**config.mk**
```make
export PLATFORM = sky130hd
export DESIGN_NAME = pipeline_ctrl_flat
export DESIGN_NICKNAME = d
export VERILOG_FILES = /design/src/rtl/pipeline_ctrl_if.sv /design/src/rtl/pipeline_ctrl.sv /design/src/flat_wrapper.sv
export SDC_FILE = /design/constraint.sdc
export NUM_CORES = 1
export LEC_CHECK = 0
export BUFFER_PORTS_ARGS = -buffer_cell sky130_fd_sc_hd__buf_2
export CORE_UTILIZATION = 40
export DETAILED_ROUTE_END_ITERATION = 10
export GPL_TIMING_DRIVEN = 0
export PLACE_DENSITY_LB_ADDON = 0.08
export SLEW_MARGIN = 10
export SYNTH_ARGS = -nofsm -noshare
export SYNTH_HDL_FRONTEND = slang
export SYNTH_SLANG_ARGS = --single-unit
export TNS_END_PERCENT = 10
```
**constraint.sdc**
```tcl
create_clock -name clk -period 4.6 [get_ports clk]
set_clock_uncertainty 0.05 [all_clocks]
set_input_delay 0.46 -clock clk [delete_from_list [all_inputs] [get_ports clk]]
set_output_delay 0.46 -clock clk [all_outputs]
set_load 0.005 [all_outputs]
```
**src/rtl/pipeline_ctrl_if.sv**
```systemverilog
// Hazard-unit signal bundle between pipeline_ctrl and the 5-stage datapath.
// master = the controller side, slave = the datapath side.
interface pipeline_ctrl_if;
   logic [4:0]  ifid_rs;
   logic [4:0]  ifid_rt;
   logic        idex_memread;
   logic [4:0]  idex_rd;
   logic        exmem_branch;
   logic        exmem_zero;
   logic        exmem_memread;
   logic        exmem_memwrite;
   logic        dmem_ready;
   logic        dmem_req;
   logic        pc_en;
   logic        ifid_en;
   logic        idex_en;
   logic        exmem_en;
   logic        memwb_en;
   logic        ifid_flush;
   logic        idex_flush;
   logic        exmem_flush;
   logic        memwb_flush;
   logic        pc_branch;
   logic        halted;
   logic        mem_err;
   logic [31:0] stall_cnt;
   logic [31:0] flush_cnt;

   modport master (
      input  ifid_rs, ifid_rt, idex_memread, idex_rd, exmem_branch, exmem_zero,
             exmem_memread, exmem_memwrite, dmem_ready,
      output dmem_req, pc_en, ifid_en, idex_en, exmem_en, memwb_en,
             ifid_flush, idex_flush, exmem_flush, memwb_flush,
             pc_branch, halted, mem_err, stall_cnt, flush_cnt
   );

   modport slave (
      output ifid_rs, ifid_rt, idex_memread, idex_rd, exmem_branch, exmem_zero,
             exmem_memread, exmem_memwrite, dmem_ready,
      input  dmem_req, pc_en, ifid_en, idex_en, exmem_en, memwb_en,
             ifid_flush, idex_flush, exmem_flush, memwb_flush,
             pc_branch, halted, mem_err, stall_cnt, flush_cnt
   );
endinterface

```
**src/rtl/pipeline_ctrl.sv**
```systemverilog
// Stall/flush sequencer for the 5-stage MIPS pipeline with data-memory timeout watchdog.
// Optional performance counters are built when PIPE_CTRL_PERF_EN is defined.
module pipeline_ctrl #(
   parameter int MEM_TIMEOUT = 16
) (
   input  logic            clk,
   input  logic            rst,
   pipeline_ctrl_if.master pif
);
   localparam int CW = $clog2(MEM_TIMEOUT + 1);
   localparam logic [CW-1:0] LAST_WAIT = CW'(MEM_TIMEOUT - 1);
   localparam logic [CW-1:0] WAIT_ONE  = CW'(1);

   typedef enum logic [1:0] {
      RUN      = 2'd0,
      MEM_WAIT = 2'd1,
      HALT     = 2'd2
   } state_t;

   state_t        state_r;
   state_t        state_nxt_s;
   logic [CW-1:0] wait_cnt_r;
   logic [CW-1:0] wait_cnt_nxt_s;
   logic          mem_err_r;
   logic          err_set_s;

   logic memop_s;
   logic branch_taken_s;
   logic load_use_s;
   logic mem_stall_s;
   logic take_branch_s;
   logic take_lu_s;
   logic req_s;

   logic dmem_req_s, pc_en_s, ifid_en_s, idex_en_s, exmem_en_s, memwb_en_s;
   logic ifid_flush_s, idex_flush_s, exmem_flush_s, memwb_flush_s;
   logic pc_branch_s, halted_s;

   assign memop_s        = pif.exmem_memread | pif.exmem_memwrite;
   assign branch_taken_s = pif.exmem_branch & pif.exmem_zero;
   assign load_use_s     = pif.idex_memread & (pif.idex_rd != 5'd0) &
                           ((pif.idex_rd == pif.ifid_rs) | (pif.idex_rd == pif.ifid_rt));

   // Next-state logic and hazard classification for the current cycle.
   always_comb begin
      state_nxt_s    = state_r;
      wait_cnt_nxt_s = wait_cnt_r;
      err_set_s      = 1'b0;
      mem_stall_s    = 1'b0;
      take_branch_s  = 1'b0;
      take_lu_s      = 1'b0;
      req_s          = 1'b0;
      case (state_r)
         RUN: begin
            req_s = memop_s;
            if (memop_s && !pif.dmem_ready) begin
               mem_stall_s    = 1'b1;
               state_nxt_s    = MEM_WAIT;
               wait_cnt_nxt_s = WAIT_ONE;
            end else begin
               // The branch flushes ID, so a coincident load-use is moot.
               take_branch_s = branch_taken_s;
               take_lu_s     = load_use_s & ~branch_taken_s;
            end
         end
         MEM_WAIT: begin
            req_s = 1'b1;
            if (pif.dmem_ready) begin
               state_nxt_s    = RUN;
               wait_cnt_nxt_s = {CW{1'b0}};
            end else begin
               mem_stall_s = 1'b1;
               if (wait_cnt_r == LAST_WAIT) begin
                  state_nxt_s = HALT;
                  err_set_s   = 1'b1;
               end else begin
                  wait_cnt_nxt_s = wait_cnt_r + WAIT_ONE;
               end
            end
         end
         HALT: begin
            state_nxt_s = HALT;
         end
         default: begin
            // Corrupted state encoding: freeze rather than guess.
            state_nxt_s = HALT;
            err_set_s   = 1'b1;
         end
      endcase
   end

   // Stage enables and flushes, by priority reset > halt > mem stall > branch > load-use.
   always_comb begin
      dmem_req_s    = req_s;
      pc_en_s       = 1'b1;
      ifid_en_s     = 1'b1;
      idex_en_s     = 1'b1;
      exmem_en_s    = 1'b1;
      memwb_en_s    = 1'b1;
      ifid_flush_s  = 1'b0;
      idex_flush_s  = 1'b0;
      exmem_flush_s = 1'b0;
      memwb_flush_s = 1'b0;
      pc_branch_s   = 1'b0;
      halted_s      = 1'b0;
      if (rst) begin
         dmem_req_s    = 1'b0;
         {pc_en_s, ifid_en_s, idex_en_s, exmem_en_s, memwb_en_s} = 5'b00000;
         {ifid_flush_s, idex_flush_s, exmem_flush_s, memwb_flush_s} = 4'b1111;
      end else if (state_r == HALT) begin
         dmem_req_s = 1'b0;
         {pc_en_s, ifid_en_s, idex_en_s, exmem_en_s, memwb_en_s} = 5'b00000;
         halted_s   = 1'b1;
      end else if (mem_stall_s) begin
         {pc_en_s, ifid_en_s, idex_en_s, exmem_en_s} = 4'b0000;
         memwb_flush_s = 1'b1;
      end else if (take_branch_s) begin
         pc_branch_s = 1'b1;
         {ifid_flush_s, idex_flush_s, exmem_flush_s} = 3'b111;
      end else if (take_lu_s) begin
         pc_en_s      = 1'b0;
         ifid_en_s    = 1'b0;
         idex_flush_s = 1'b1;
      end else begin
         pc_branch_s = 1'b0;
      end
   end

   // Sequencer state, wait counter and sticky timeout flag.
   always_ff @(posedge clk or posedge rst) begin
      if (rst) begin
         state_r    <= RUN;
         wait_cnt_r <= {CW{1'b0}};
         mem_err_r  <= 1'b0;
      end else begin
         state_r    <= state_nxt_s;
         wait_cnt_r <= wait_cnt_nxt_s;
         mem_err_r  <= mem_err_r | err_set_s;
      end
   end

`ifdef PIPE_CTRL_PERF_EN
   logic [31:0] stall_cnt_r;
   logic [31:0] flush_cnt_r;

   // Saturating stall and branch-flush counters.
   always_ff @(posedge clk or posedge rst) begin
      if (rst) begin
         stall_cnt_r <= 32'd0;
         flush_cnt_r <= 32'd0;
      end else begin
         if (!pc_en_s && (state_r != HALT) && (stall_cnt_r != 32'hFFFF_FFFF)) begin
            stall_cnt_r <= stall_cnt_r + 32'd1;
         end else begin
            stall_cnt_r <= stall_cnt_r;
         end
         if (pc_branch_s && (flush_cnt_r != 32'hFFFF_FFFF)) begin
            flush_cnt_r <= flush_cnt_r + 32'd1;
         end else begin
            flush_cnt_r <= flush_cnt_r;
         end
      end
   end

   assign pif.stall_cnt = stall_cnt_r;
   assign pif.flush_cnt = flush_cnt_r;
`else
   assign pif.stall_cnt = 32'd0;
   assign pif.flush_cnt = 32'd0;
`endif

   assign pif.dmem_req    = dmem_req_s;
   assign pif.pc_en       = pc_en_s;
   assign pif.ifid_en     = ifid_en_s;
   assign pif.idex_en     = idex_en_s;
   assign pif.exmem_en    = exmem_en_s;
   assign pif.memwb_en    = memwb_en_s;
   assign pif.ifid_flush  = ifid_flush_s;
   assign pif.idex_flush  = idex_flush_s;
   assign pif.exmem_flush = exmem_flush_s;
   assign pif.memwb_flush = memwb_flush_s;
   assign pif.pc_branch   = pc_branch_s;
   assign pif.halted      = halted_s;
   assign pif.mem_err     = mem_err_r;
endmodule
```
**src/flat_wrapper.sv**
```systemverilog
// flat-port wrapper written by rule: the top's interface ports become plain ports
module pipeline_ctrl_flat 
#(
   parameter int MEM_TIMEOUT = 16
)
  (clk, rst, pif_ifid_rs, pif_ifid_rt, pif_idex_memread, pif_idex_rd, pif_exmem_branch, pif_exmem_zero, pif_exmem_memread, pif_exmem_memwrite, pif_dmem_ready, pif_dmem_req, pif_pc_en, pif_ifid_en, pif_idex_en, pif_exmem_en, pif_memwb_en, pif_ifid_flush, pif_idex_flush, pif_exmem_flush, pif_memwb_flush, pif_pc_branch, pif_halted, pif_mem_err, pif_stall_cnt, pif_flush_cnt);
  pipeline_ctrl_if pif_i ();
  input  logic clk;
  input  logic rst;
  input wire logic [$bits(pif_i.ifid_rs)-1:0] pif_ifid_rs;
  input wire logic [$bits(pif_i.ifid_rt)-1:0] pif_ifid_rt;
  input wire logic [$bits(pif_i.idex_memread)-1:0] pif_idex_memread;
  input wire logic [$bits(pif_i.idex_rd)-1:0] pif_idex_rd;
  input wire logic [$bits(pif_i.exmem_branch)-1:0] pif_exmem_branch;
  input wire logic [$bits(pif_i.exmem_zero)-1:0] pif_exmem_zero;
  input wire logic [$bits(pif_i.exmem_memread)-1:0] pif_exmem_memread;
  input wire logic [$bits(pif_i.exmem_memwrite)-1:0] pif_exmem_memwrite;
  input wire logic [$bits(pif_i.dmem_ready)-1:0] pif_dmem_ready;
  output wire logic [$bits(pif_i.dmem_req)-1:0] pif_dmem_req;
  output wire logic [$bits(pif_i.pc_en)-1:0] pif_pc_en;
  output wire logic [$bits(pif_i.ifid_en)-1:0] pif_ifid_en;
  output wire logic [$bits(pif_i.idex_en)-1:0] pif_idex_en;
  output wire logic [$bits(pif_i.exmem_en)-1:0] pif_exmem_en;
  output wire logic [$bits(pif_i.memwb_en)-1:0] pif_memwb_en;
  output wire logic [$bits(pif_i.ifid_flush)-1:0] pif_ifid_flush;
  output wire logic [$bits(pif_i.idex_flush)-1:0] pif_idex_flush;
  output wire logic [$bits(pif_i.exmem_flush)-1:0] pif_exmem_flush;
  output wire logic [$bits(pif_i.memwb_flush)-1:0] pif_memwb_flush;
  output wire logic [$bits(pif_i.pc_branch)-1:0] pif_pc_branch;
  output wire logic [$bits(pif_i.halted)-1:0] pif_halted;
  output wire logic [$bits(pif_i.mem_err)-1:0] pif_mem_err;
  output wire logic [$bits(pif_i.stall_cnt)-1:0] pif_stall_cnt;
  output wire logic [$bits(pif_i.flush_cnt)-1:0] pif_flush_cnt;
  assign pif_i.ifid_rs = pif_ifid_rs;
  assign pif_i.ifid_rt = pif_ifid_rt;
  assign pif_i.idex_memread = pif_idex_memread;
  assign pif_i.idex_rd = pif_idex_rd;
  assign pif_i.exmem_branch = pif_exmem_branch;
  assign pif_i.exmem_zero = pif_exmem_zero;
  assign pif_i.exmem_memread = pif_exmem_memread;
  assign pif_i.exmem_memwrite = pif_exmem_memwrite;
  assign pif_i.dmem_ready = pif_dmem_ready;
  assign pif_dmem_req = pif_i.dmem_req;
  assign pif_pc_en = pif_i.pc_en;
  assign pif_ifid_en = pif_i.ifid_en;
  assign pif_idex_en = pif_i.idex_en;
  assign pif_exmem_en = pif_i.exmem_en;
  assign pif_memwb_en = pif_i.memwb_en;
  assign pif_ifid_flush = pif_i.ifid_flush;
  assign pif_idex_flush = pif_i.idex_flush;
  assign pif_exmem_flush = pif_i.exmem_flush;
  assign pif_memwb_flush = pif_i.memwb_flush;
  assign pif_pc_branch = pif_i.pc_branch;
  assign pif_halted = pif_i.halted;
  assign pif_mem_err = pif_i.mem_err;
  assign pif_stall_cnt = pif_i.stall_cnt;
  assign pif_flush_cnt = pif_i.flush_cnt;
  pipeline_ctrl #(.MEM_TIMEOUT(MEM_TIMEOUT)) u_core (.clk(clk), .rst(rst), .pif(pif_i));
endmodule
```
==> impl_summary.txt, run 1 <==
----------------------------------------------------
[Setup path]
  Required time of the critical path ... 4.09 ns
  CP Cell Sequence ... nor3_1, nand2b_1, and2_1, a21boi_1, buf_4, buf_2
  Largest driver fanout on the critical path ... 8
  Register-to-Register Setup Slack ... between 2 and 3 ns
  Worst flop-to-flop path startpoint ... u_core.wait_cnt_r[0]
  Reg-to-Reg End ... u_core.wait_cnt_r[4]
  Maximum cell stage delay along the critical path ... 0.46 ns
  Cells on worst reg2reg path ... 7
  Critical path data arrival time ... about 1.8 ns
  WS Path Type ... reg -> out
  Crit path launch type ... flop
  Critical Path Slowest Stage Cell ... sky130_fd_sc_hd__dfrtp_1
  Worst setup EP type ... output port

[Floorplan]
  Die Footprint ... between 0.003 and 0.004 mm2
  Die boundary width ... ~56 um
  Starting utilization of the core area ... 42.20%
  Floorplan row count ... 19
  Chip Height ... 55.71 um
  Placeable core region ... around 0.0027 mm2
  Num ports ... 100

[Timing]
  RSZ-0062 raised after global routing ... false
  Final count of negative-setup-slack endpoints ... 0
  Count of final max-slew check failures ... 0
  Final critical delay including setup and external delays ... 2.310 ns
  Fmax ... ~430 MHz
  Min setup slack post-route ... roughly 2.3 ns
  Final count of hold timing violations ... 0
  Hold WS ... between 0.1 and 0.15 ns
  Final total negative setup slack ... 0 ns
  Share of the clock period used by the worst path after layout ... 50.21%

[Run]
  Max Cap Violations ... 0

[Power and ir drop]
  Leakage power summed over all cells ... a little over 1 nW
  Switching share of power ... a little under a third
  Combinational cell fraction of total power ... between 40% and 50%
  Power density of the placed cells ... 159.8 mW/mm2
  Internal Pwr Total ... 177.3 uW
  Sequential share of power ... between 30% and 40%
  Peak supply drop ... approximately 120 uV
  Clock network fraction of design power ... 21.7%
  Net switching power ... between 80 and 90 uW

[Clock network]
  Post-cts hold buffer count ... 0
  Clock latency on the worst-skew pair ... 0.26 ns
  Buffers inserted by post-CTS timing repair ... 0
  Maximum root-to-sink buffer count ... 2
  CTS Root Buffer Type ... sky130_fd_sc_hd__clkbuf_4
  Post-CTS clock slew at the launch and capture registers of the worst setup and hold paths ... approximately 0.060 ns
  Clock sink count ... 8
  CTS HTree Levels ... 1
  Clock buffers created by TritonCTS ... 3
  Number of gates given a new drive strength after cts ... 0
  CTS tree ... done

[Finish]
  Finished Layout Cells ... 278
  Sequential standard cell area ... about 200 um2
  Number of filler cells placed in the layout ... 287
  Combined area of the multi-input logic cells ... 655.6 um2
  Total Nets Final ... 274
  Final antenna diode count ... 0
  Fraction of layout cells with a size suffix above 1 ... 44.94%
  Growth of design area from synthesis to finish ... 41.00%
  Post-route cell area ... 0.001627 mm2

[Routing]
  Vias per inst ... 3.478
  Number of vias after detailed routing ... 967
  WL final ... 2.195 mm
  Routed wire length per instance ... 7.896 um
  Detail Route Antenna Nets ... 0
  Violation count after the first detailed-routing iteration ... 28
  DRC violations left ... 0
  Pre-Repair DR Iteration Count ... 4

[Synthesis]
  Share of Yosys cell area claimed by the top area cell type ... 43.60%
  Yosys warning count ... 0
  Most frequently used flop master after synthesis ... sky130_fd_sc_hd__dfrtp_1
  EDFF count, synth ... 0
  #FFs+latches synth ... 8
  Cell accounting for the most synthesized area ... sky130_fd_sc_hd__buf_4
  Mean instance size in the synthesized netlist ... 7.901 um2
  Distinct cell type count of the synthesized netlist ... 31
  Proportion of synthesized flip-flops having asynchronous set or reset ... 100.0%
  Post-synthesis instance total ... approximately 150
  Commonest cells in the synthesized netlist ... sky130_fd_sc_hd__buf_4 (67), sky130_fd_sc_hd__xnor2_1 (10), sky130_fd_sc_hd__dfrtp_1 (8), sky130_fd_sc_hd__nor2_1 (8)
  Area of the mapped netlist ... roughly 0.0012 mm2
  Most used standard cell by instance count after synthesis ... sky130_fd_sc_hd__buf_4
  Top area cells in the synthesized netlist ... sky130_fd_sc_hd__buf_4 (44%), sky130_fd_sc_hd__dfrtp_1 (17%), sky130_fd_sc_hd__xnor2_1 (7.6%), sky130_fd_sc_hd__nor2_1 (2.6%), sky130_fd_sc_hd__ha_1 (2.2%)
  Proportion of synthesized chip area in sequential cells ... 17.35%

[GRT]
  Met1 usage ... between 10% and 20%
  First-pass GRT wire length ... 3.532 mm
  Global routing usage on met2 ... 23.24%
  Via count of the first global-routing pass ... 805
  Routing usage on met3 ... 3.023%
  Maximum number of pins on one net before global-route repair ... 12
  Most congested layer reported by global routing ... met2
  Antenna violations before repair ... 0
  Total overflow reported by the global router ... 0
  Global-route usage over all layers ... 13.83%

[Placed design]
  Last weighted congestion value of the routability-driven placer ... approximately 0.74
  Cell Count Post-Placement ... around 280
  Port buffer count ... 35
  DPL Wire Length ... slightly below 2 mm
  Placed instance area ... 0.001604 mm2
  Post-place setup slack ... ~2.3 ns

[Run status]
  Outcome ... complete, no violations

[Hold path]
  Worst Hold Class ... in -> async

----------------------------------------------------
[final cells by class]
class	instances	area share (%)
plain buffers	68	31.23
clock buffers	3	1.385
inverters	7	1.615
flip-flops and latches	8	12.31
multi-input cells	126	40.31
well taps	31	2.385
repair buffers	35	10.77
[sequential cells by signal (all words and copies together) (netlist names)]
name                count
u_core.wait_cnt_r       5
u_core.state_r          2
u_core.pif.mem_err      1
[metal layers]
metal / wire [um] / vias to the layer above
met1: 901 / 373
met3: 218 / 0
li1: - / 545
met5: 0 / -
met4: 0 / 0
met2: 1075 / 49
[power by group through the flow]
| stage | Clock, mW | Sequential [mW] | Combinational (mW) |
|---|---|---|---|
| 6_report | 0.0563 | 0.0838 | 0.120 |
| 5_1_grt | 0.0612 | 0.0851 | 0.134 |
| 4_1_cts | 0.0570 | 0.0840 | 0.119 |
| 3_5_place_dp | 0 | 0.0851 | 0.118 |
| 3_3_place_gp | 0 | 0.0852 | 0.118 |
| 2_1_floorplan | 0 | 0.0846 | 0.0896 |
[kinds of logic after synthesis]
logic type,Yosys count,share of synthesized area [%]
XOR/XNOR,10,7.592
AO/OA/AOI/OAI,16,9.979
AND/OR/NAND/NOR,32,14.43
adder cells (fa/ha/maj),2,2.169
multiplexers,2,1.844
flip-flops,8,17.35
other,1,0.3251
buffers and inverters,75,46.31
[stage by stage]
step	utilization [%]	power, mW
floorplan	-	0.1742
global placement	58.67	0.2031
detailed placement	58.67	0.2034
CTS	59.50	0.2595
global route	59.50	0.2801
finish	59.50	0.2599
[worst max-delay path, delay by kind of cell, from the launching register on]
family	cells	cell delay (ns)
flops	1	0.46
compound gates	1	0.22
buf+inv	2	0.23
simple gates	3	0.63
[worst max-delay path by stage]
stage                            startpoint  depth (start not counted)         to  slack [ns]
after floorplan              pif_idex_rd[1]                          5  pif_pc_en        2.58
after CTS                 u_core.state_r[0]                          6  pif_pc_en        2.26
after global placement       pif_idex_rd[1]                          7  pif_pc_en        2.35
after detailed placement     pif_idex_rd[1]                          7  pif_pc_en        2.32
after global routing      u_core.state_r[0]                          6  pif_pc_en        2.15
final                     u_core.state_r[0]                          6  pif_pc_en        2.29
[placed cells by master, fill, tap and decap left out, drive strengths merged]
master  instances
xnor2          10
nor3            4
nor2            8
nor4            1
a21oi           3
mux2            1
inv             7
nand2b          2
nand2           6
clkbuf          3
o21ba           1
a21boi          1
buf           103
o22ai           1
o211ai          2
conb           64
dfrtp           8
o21ai           6
nand3           4
a21o            2
or4             2
and3            3
mux2i           1
or3             1
and2            1
ha              2
No activity file was read; power rests on OpenSTA's default activity.
==> inputs of run 2 (changes only) <==
- CORE_UTILIZATION: 40 -> 35
- clock period: 4.6 -> 2 ns (I/O delays scaled with it)
==> run 2 against run 1 <==
Against the previous run:
- worst setup slack worse by 2.2 ns
- highest routed layer is now met4
- hold slack better by 0.17 ns
- non-clock buffer count up 2
- largest cell class unchanged
- largest power group unchanged
- final cell count up 5.4%
- critical path depth unchanged
- register-to-register slack worse by 2.5 ns
- power up 130%
- die area up 14%
- clock power up 120%
- first-iteration DRC count down 61%
- combinational power up 140%
- design area up 3.2%
==> impl_summary.txt, run 2 (synthesis results as in run 1) <==
----------------------------------------------------
[Setup path]
  Cells on worst reg2reg path ... 7
  Worst setup EP type ... output port
  Crit path launch type ... flop
  Largest driver fanout on the critical path ... 8
  Register-to-Register Setup Slack ... 0.11 ns
  Worst flop-to-flop path startpoint ... u_core.wait_cnt_r[0]
  Required time of the critical path ... roughly 1.8 ns
  WS Path Type ... reg -> out
  Reg-to-Reg End ... u_core.wait_cnt_r[4]
  Critical path data arrival time ... around 1.7 ns

[Floorplan]
  Starting utilization of the core area ... 37.48%
  Die boundary width ... 59.41 um
  Die Footprint ... between 0.003 and 0.004 mm2
  Num ports ... 100
  Chip Height ... roughly 60 um
  Placeable core region ... 0.003078 mm2
  Floorplan row count ... 20

[Timing]
  Min setup slack post-route ... 0.09870 ns
  Final count of hold timing violations ... 0
  Count of final max-slew check failures ... 0
  Hold WS ... between 0.3 and 0.4 ns
  Final critical delay including setup and external delays ... 1.901 ns
  Fmax ... 526.0 MHz
  Final count of negative-setup-slack endpoints ... 0
  RSZ-0062 raised after global routing ... true
  Share of the clock period used by the worst path after layout ... 95.06%

[Clock network]
  CTS tree ... done
  CTS HTree Levels ... 1
  Clock latency on the worst-skew pair ... 0.25 ns
  Maximum root-to-sink buffer count ... 2
  Clock sink count ... 8
  Post-CTS clock slew at the launch and capture registers of the worst setup and hold paths ... 0.05 ns
  CTS Root Buffer Type ... sky130_fd_sc_hd__clkbuf_4
  Clock buffers created by TritonCTS ... 3

[Routing]
  Vias per inst ... approximately 3.4
  Number of vias after detailed routing ... about 1000
  Routed wire length per instance ... about 8 um
  WL final ... 2.284 mm
  Violation count after the first detailed-routing iteration ... 11
  DRC violations left ... 0
  Pre-Repair DR Iteration Count ... 3
  Detail Route Antenna Nets ... 0

[Placed design]
  Cell Count Post-Placement ... approximately 290
  Port buffer count ... 35
  Post-place setup slack ... approximately 0.006 ns
  DPL Wire Length ... 2.017 mm
  Last weighted congestion value of the routability-driven placer ... 0.7134

[Run]
  Max Cap Violations ... 0

[Hold path]
  WHS Endpoint ... u_core.state_r[0]
  Startpoint of the lowest-slack hold path ... pif_dmem_ready
  Worst Hold Class ... in -> reg
  Hold-critical path depth ... 4

[Finish]
  Flip-flop count of the largest register, all copies and words added ... 5
  Finished Layout Cells ... 293
  Highest-count cells in the layout ignoring fill and taps ... sky130_fd_sc_hd__buf_4 (68), sky130_fd_sc_hd__conb_1 (64), sky130_fd_sc_hd__buf_2 (36), sky130_fd_sc_hd__xnor2_1 (10), sky130_fd_sc_hd__nor2_1 (8)
  Final core utilization ... roughly 55%
  Fraction of layout cells with a size suffix above 1 ... 47.39%
  Growth of design area from synthesis to finish ... 45.55%
  Combined area of the multi-input logic cells ... 669.4 um2
  Commonest non-fill, non-tap cell in the layout ... sky130_fd_sc_hd__buf_4
  Number of filler cells placed in the layout ... between 300 and 400
  Sequential standard cell area ... 201.4 um2
  Total Nets Final ... 276
  Final antenna diode count ... 0
  Register with the most flip-flops ... u_core.wait_cnt_r

[GRT]
  First-pass GRT wire length ... 3.236 mm
  Antenna violations before repair ... 0
  Total overflow reported by the global router ... 0
  Maximum number of pins on one net before global-route repair ... 12
  Via count of the first global-routing pass ... roughly 760
  Global-route usage over all layers ... 11.76%

[Power and ir drop]
  Power density of the placed cells ... 360.2 mW/mm2
  Leakage power summed over all cells ... 1.017 nW
  Peak supply drop ... 268.0 uV

[Run status]
  Outcome ... complete, no violations

----------------------------------------------------
-- run 2: changes by cell type in the layout (fill, tap and decap cells not counted) --
cell,previous run,this run
sky130_fd_sc_hd__a21boi_1,1,0
sky130_fd_sc_hd__a21boi_2,0,1
sky130_fd_sc_hd__buf_4,67,68
sky130_fd_sc_hd__clkinvlp_4,0,1
sky130_fd_sc_hd__dfrtp_1,8,7
sky130_fd_sc_hd__dfrtp_2,0,1
sky130_fd_sc_hd__dlygate4sd3_1,0,1
sky130_fd_sc_hd__ha_1,2,0
sky130_fd_sc_hd__ha_2,0,2
sky130_fd_sc_hd__inv_1,6,5
sky130_fd_sc_hd__nor3_1,4,3
sky130_fd_sc_hd__nor3_2,0,1
-- run 2: routing by layer --
| metal | GRT usage, % | vias to the layer above | routed length, um |
|---|---|---|---|
| met3 | 2.183 | 4 | 234 |
| met1 | 15.23 | 396 | 955 |
| li1 | - | 549 | - |
| met2 | 19.90 | 50 | 1080 |
| met5 | 0 | - | 0 |
| met4 | 3.061 | 0 | 13 |
-- run 2: area by class of cell --
cell class                      instances  area share (%)
Buffer                                 68           30.25
Clock buffer                            3           1.341
Inverter                                7           1.788
Multi-Input combinational cell        126           39.87
Sequential cell                         8           12.00
Tap cell                               44           3.279
Timing Repair Buffer                   37           11.48
-- run 2: worst max path at each step --
stage                         start  slack, ns              endpoint
2_1_floorplan  u_core.wait_cnt_r[0]       0.17  u_core.wait_cnt_r[4]
3_3_place_gp   u_core.wait_cnt_r[0]       0.02  u_core.wait_cnt_r[4]
3_5_place_dp   u_core.wait_cnt_r[0]      0.006  u_core.wait_cnt_r[4]
4_1_cts        u_core.wait_cnt_r[0]     -0.001  u_core.wait_cnt_r[4]
5_1_grt           u_core.state_r[0]      -0.02             pif_pc_en
6_report          u_core.state_r[0]        0.1             pif_pc_en
-- run 2: stage by stage --
step	TNS, ns	total power, mW	area (um2)
2_1_floorplan	0	0.4007	1390
3_3_place_gp	0	0.4682	1620
3_5_place_dp	0	0.4700	1620
4_1_cts	-0.001212	0.6006	1658
5_1_grt	-0.01811	0.6551	1679
6_report	0	0.6048	1679
-- run 2: report_power, final --
part	internal (mW)	switching [mW]
clock network	0.0688	0.0561
registers	0.180	0.0146
logic	0.165	0.120
-- run 2: worst max-delay path, cell delays in order, from the launching register on --
cell	delay [ns]
sky130_fd_sc_hd__dfrtp_2	0.46
sky130_fd_sc_hd__nor3_2	0.21
sky130_fd_sc_hd__nand2b_1	0.16
sky130_fd_sc_hd__and2_1	0.18
sky130_fd_sc_hd__a21boi_2	0.18
sky130_fd_sc_hd__buf_4	0.12
sky130_fd_sc_hd__buf_2	0.10
-- run 2: timing repair --
action,4_1_cts,5_1_grt
gates cloned,0,0
hold endpoints to repair,8,0
pin swaps,0,1
setup buffers,0,1
resized for setup,2,4
endpoints found under the setup margin,2,4
hold buffers,1,0
==> inputs of run 3 (changes only) <==
- CTS_BUF_LIST: not set -> sky130_fd_sc_hd__clkbuf_16
==> run 3 against run 2 <==
Against the previous run:
- hold slack improved by 0.024 ns
- sequential share of layout area down 0.35 points
- power up 35%
- via count grew 0.10%
- critical path type is now reg -> reg
- design area increased by 3.0%
- core utilization rose by 1.6 points
- highest routed layer is now met3
- global-route usage increased by 0.14 points
- final cell count unchanged
- clock-buffer cell count did not move
- routed wire length up 1.5%
- combinational power is essentially flat
- clock power rose to 2.7 times the previous value
==> impl_summary.txt, run 3 (synthesis results as in run 1) <==
----------------------------------------------------
[Clock network]
  Post-CTS clock slew at the launch and capture registers of the worst setup and hold paths ... 0.04 ns
  Clock buffers created by TritonCTS ... 3
  CTS HTree Levels ... 1
  CTS tree ... done
  CTS Root Buffer Type ... sky130_fd_sc_hd__clkbuf_16
  Clock sink count ... 8
  Clock latency on the worst-skew pair ... 0.23 ns
  Maximum root-to-sink buffer count ... 2

[Finish]
  Number of filler cells placed in the layout ... 317
  Sequential standard cell area ... 201.4 um2
  Combined area of the multi-input logic cells ... 666.9 um2
  Fraction of layout cells with a size suffix above 1 ... between 40% and 50%
  Total Nets Final ... 276
  Flip-flop count of the largest register, all copies and words added ... 5
  Highest-count cells in the layout ignoring fill and taps ... sky130_fd_sc_hd__buf_4 (68), sky130_fd_sc_hd__conb_1 (64), sky130_fd_sc_hd__buf_2 (36), sky130_fd_sc_hd__xnor2_1 (10), sky130_fd_sc_hd__nor2_1 (8)
  Commonest non-fill, non-tap cell in the layout ... sky130_fd_sc_hd__buf_4
  Final antenna diode count ... 0
  Register with the most flip-flops ... u_core.wait_cnt_r
  Growth of design area from synthesis to finish ... 49.89%

[Placed design]
  Port buffer count ... 35
  DPL Wire Length ... 2.017 mm
  Last weighted congestion value of the routability-driven placer ... 0.7134

[Routing]
  Violation count after the first detailed-routing iteration ... 11
  Top routing layer used ... met3
  Routed wire length per instance ... 7.915 um
  Routed wl met2 ... 1.098 mm
  Met3 wire len ... 244 um
  Vias per inst ... roughly 3.4
  WL final ... 2.319 mm
  Detail Route Antenna Nets ... 0
  DRC violations left ... 0
  Pre-Repair DR Iteration Count ... 4
  Number of vias after detailed routing ... 1000
  Met1 wire length ... 975 um

[Setup path]
  Reg-to-Reg End ... u_core.wait_cnt_r[4]
  Required time of the critical path ... 2.06 ns
  Register-to-Register Setup Slack ... about 0.10 ns
  Worst setup EP type ... flop
  Crit path launch type ... flop
  Worst flop-to-flop path startpoint ... u_core.wait_cnt_r[0]
  WS Path Type ... reg -> reg
  Cells on worst reg2reg path ... 7
  Largest driver fanout on the critical path ... 4
  Critical path data arrival time ... 1.96 ns

[GRT]
  First-pass GRT wire length ... roughly 3.2 mm
  Maximum number of pins on one net before global-route repair ... 12
  Via count of the first global-routing pass ... 755
  Total overflow reported by the global router ... 0
  Antenna violations before repair ... 0
  Global-route usage over all layers ... between 10% and 20%

[Floorplan]
  Die Footprint ... 0.003530 mm2
  Die boundary width ... 59.41 um
  Placeable core region ... a little over 0.003 mm2
  Chip Height ... 59.41 um
  Floorplan row count ... 20
  Num ports ... 100
  Starting utilization of the core area ... 37.48%

[Hold path]
  Worst Hold Class ... in -> reg
  Startpoint of the lowest-slack hold path ... pif_dmem_ready
  WHS Endpoint ... u_core.state_r[0]
  Hold-critical path depth ... 4

[Timing]
  Count of final max-slew check failures ... 0
  Final critical delay including setup and external delays ... 1.900 ns
  Share of the clock period used by the worst path after layout ... 95.02%
  Final count of negative-setup-slack endpoints ... 0
  RSZ-0062 raised after global routing ... false
  Final count of hold timing violations ... 0
  Hold WS ... 0.3418 ns
  Final total negative setup slack ... 0 ns
  Fmax ... 526.2 MHz

[Power and ir drop]
  Total power ... 816.7 uW
  Power density of the placed cells ... 472.3 mW/mm2
  Leakage power summed over all cells ... 1.041 nW
  Peak supply drop ... slightly below 600 uV

[Run]
  Max Cap Violations ... 0

[Run status]
  Outcome ... complete, no violations

----------------------------------------------------
[run 3: routing by layer]
layer,global-route usage (%),vias up
met2,20.06,50
met1,15.50,401
met5,0,-
met3,3.493,0
met4,1.020,0
li1,-,549
[run 3: report_power, final]
group	internal [mW]	total, mW	switching, mW
Combinational	0.165	0.286	0.121
Sequential	0.181	0.195	0.0143
Clock	0.258	0.336	0.0779
Total	0.604	0.817	0.213
[run 3: worst max path at each step]
stage	start	endpoint	cells after the start	slack, ns
floorplan	u_core.wait_cnt_r[0]	u_core.wait_cnt_r[4]	7	0.17
global placement	u_core.wait_cnt_r[0]	u_core.wait_cnt_r[4]	7	0.02
detailed placement	u_core.wait_cnt_r[0]	u_core.wait_cnt_r[4]	7	0.006
CTS	u_core.state_r[0]	pif_pc_en	6	0.03
global route	u_core.wait_cnt_r[0]	u_core.wait_cnt_r[4]	7	0.004
finish	u_core.wait_cnt_r[0]	u_core.wait_cnt_r[4]	7	0.1
[run 3: worst max-delay path, stage by stage, from the launching register on]
cell and delay, ns:
sky130_fd_sc_hd__dfrtp_1 0.41, sky130_fd_sc_hd__ha_2 0.21, sky130_fd_sc_hd__and3_1 0.18, sky130_fd_sc_hd__ha_1 0.22
sky130_fd_sc_hd__inv_1 0.10, sky130_fd_sc_hd__o21ai_1 0.10, sky130_fd_sc_hd__a21oi_4 0.17, sky130_fd_sc_hd__mux2_1 0.33
[run 3: cell type report]
| type | instances | area share (%) |
|---|---|---|
| Timing Repair Buffer | 37 | 11.14 |
| Clock buffer | 3 | 4.342 |
| Multi-Input combinational cell | 126 | 38.57 |
| Buffer | 68 | 29.38 |
| Inverter | 7 | 1.737 |
| Tap cell | 44 | 3.184 |
| Sequential cell | 8 | 11.65 |
[run 3: timing repair]
| action | in CTS | in global routing |
|---|---|---|
| pin swaps | 1 | 0 |
| hold buffers | 1 | 0 |
| buffers inserted | 1 | 0 |
| hold endpoints to repair | 8 | 0 |
| gates resized for setup | 1 | 4 |
| endpoints found under the setup margin | 2 | 5 |
[run 3: metrics by stage]
| step | utilization (%) | setup WS (ns) | instances | area [um2] |
|---|---|---|---|---|
| global route | 56.18 | 0.003638 | 293 | 1729 |
| CTS | 55.81 | 0.02962 | 293 | 1718 |
| finish | 56.18 | 0.09953 | 293 | 1729 |
| floorplan | - | 0.1713 | 209 | 1390 |
| detailed placement | 52.64 | 0.006029 | 288 | 1620 |
| global placement | 52.64 | 0.02019 | 288 | 1620 |
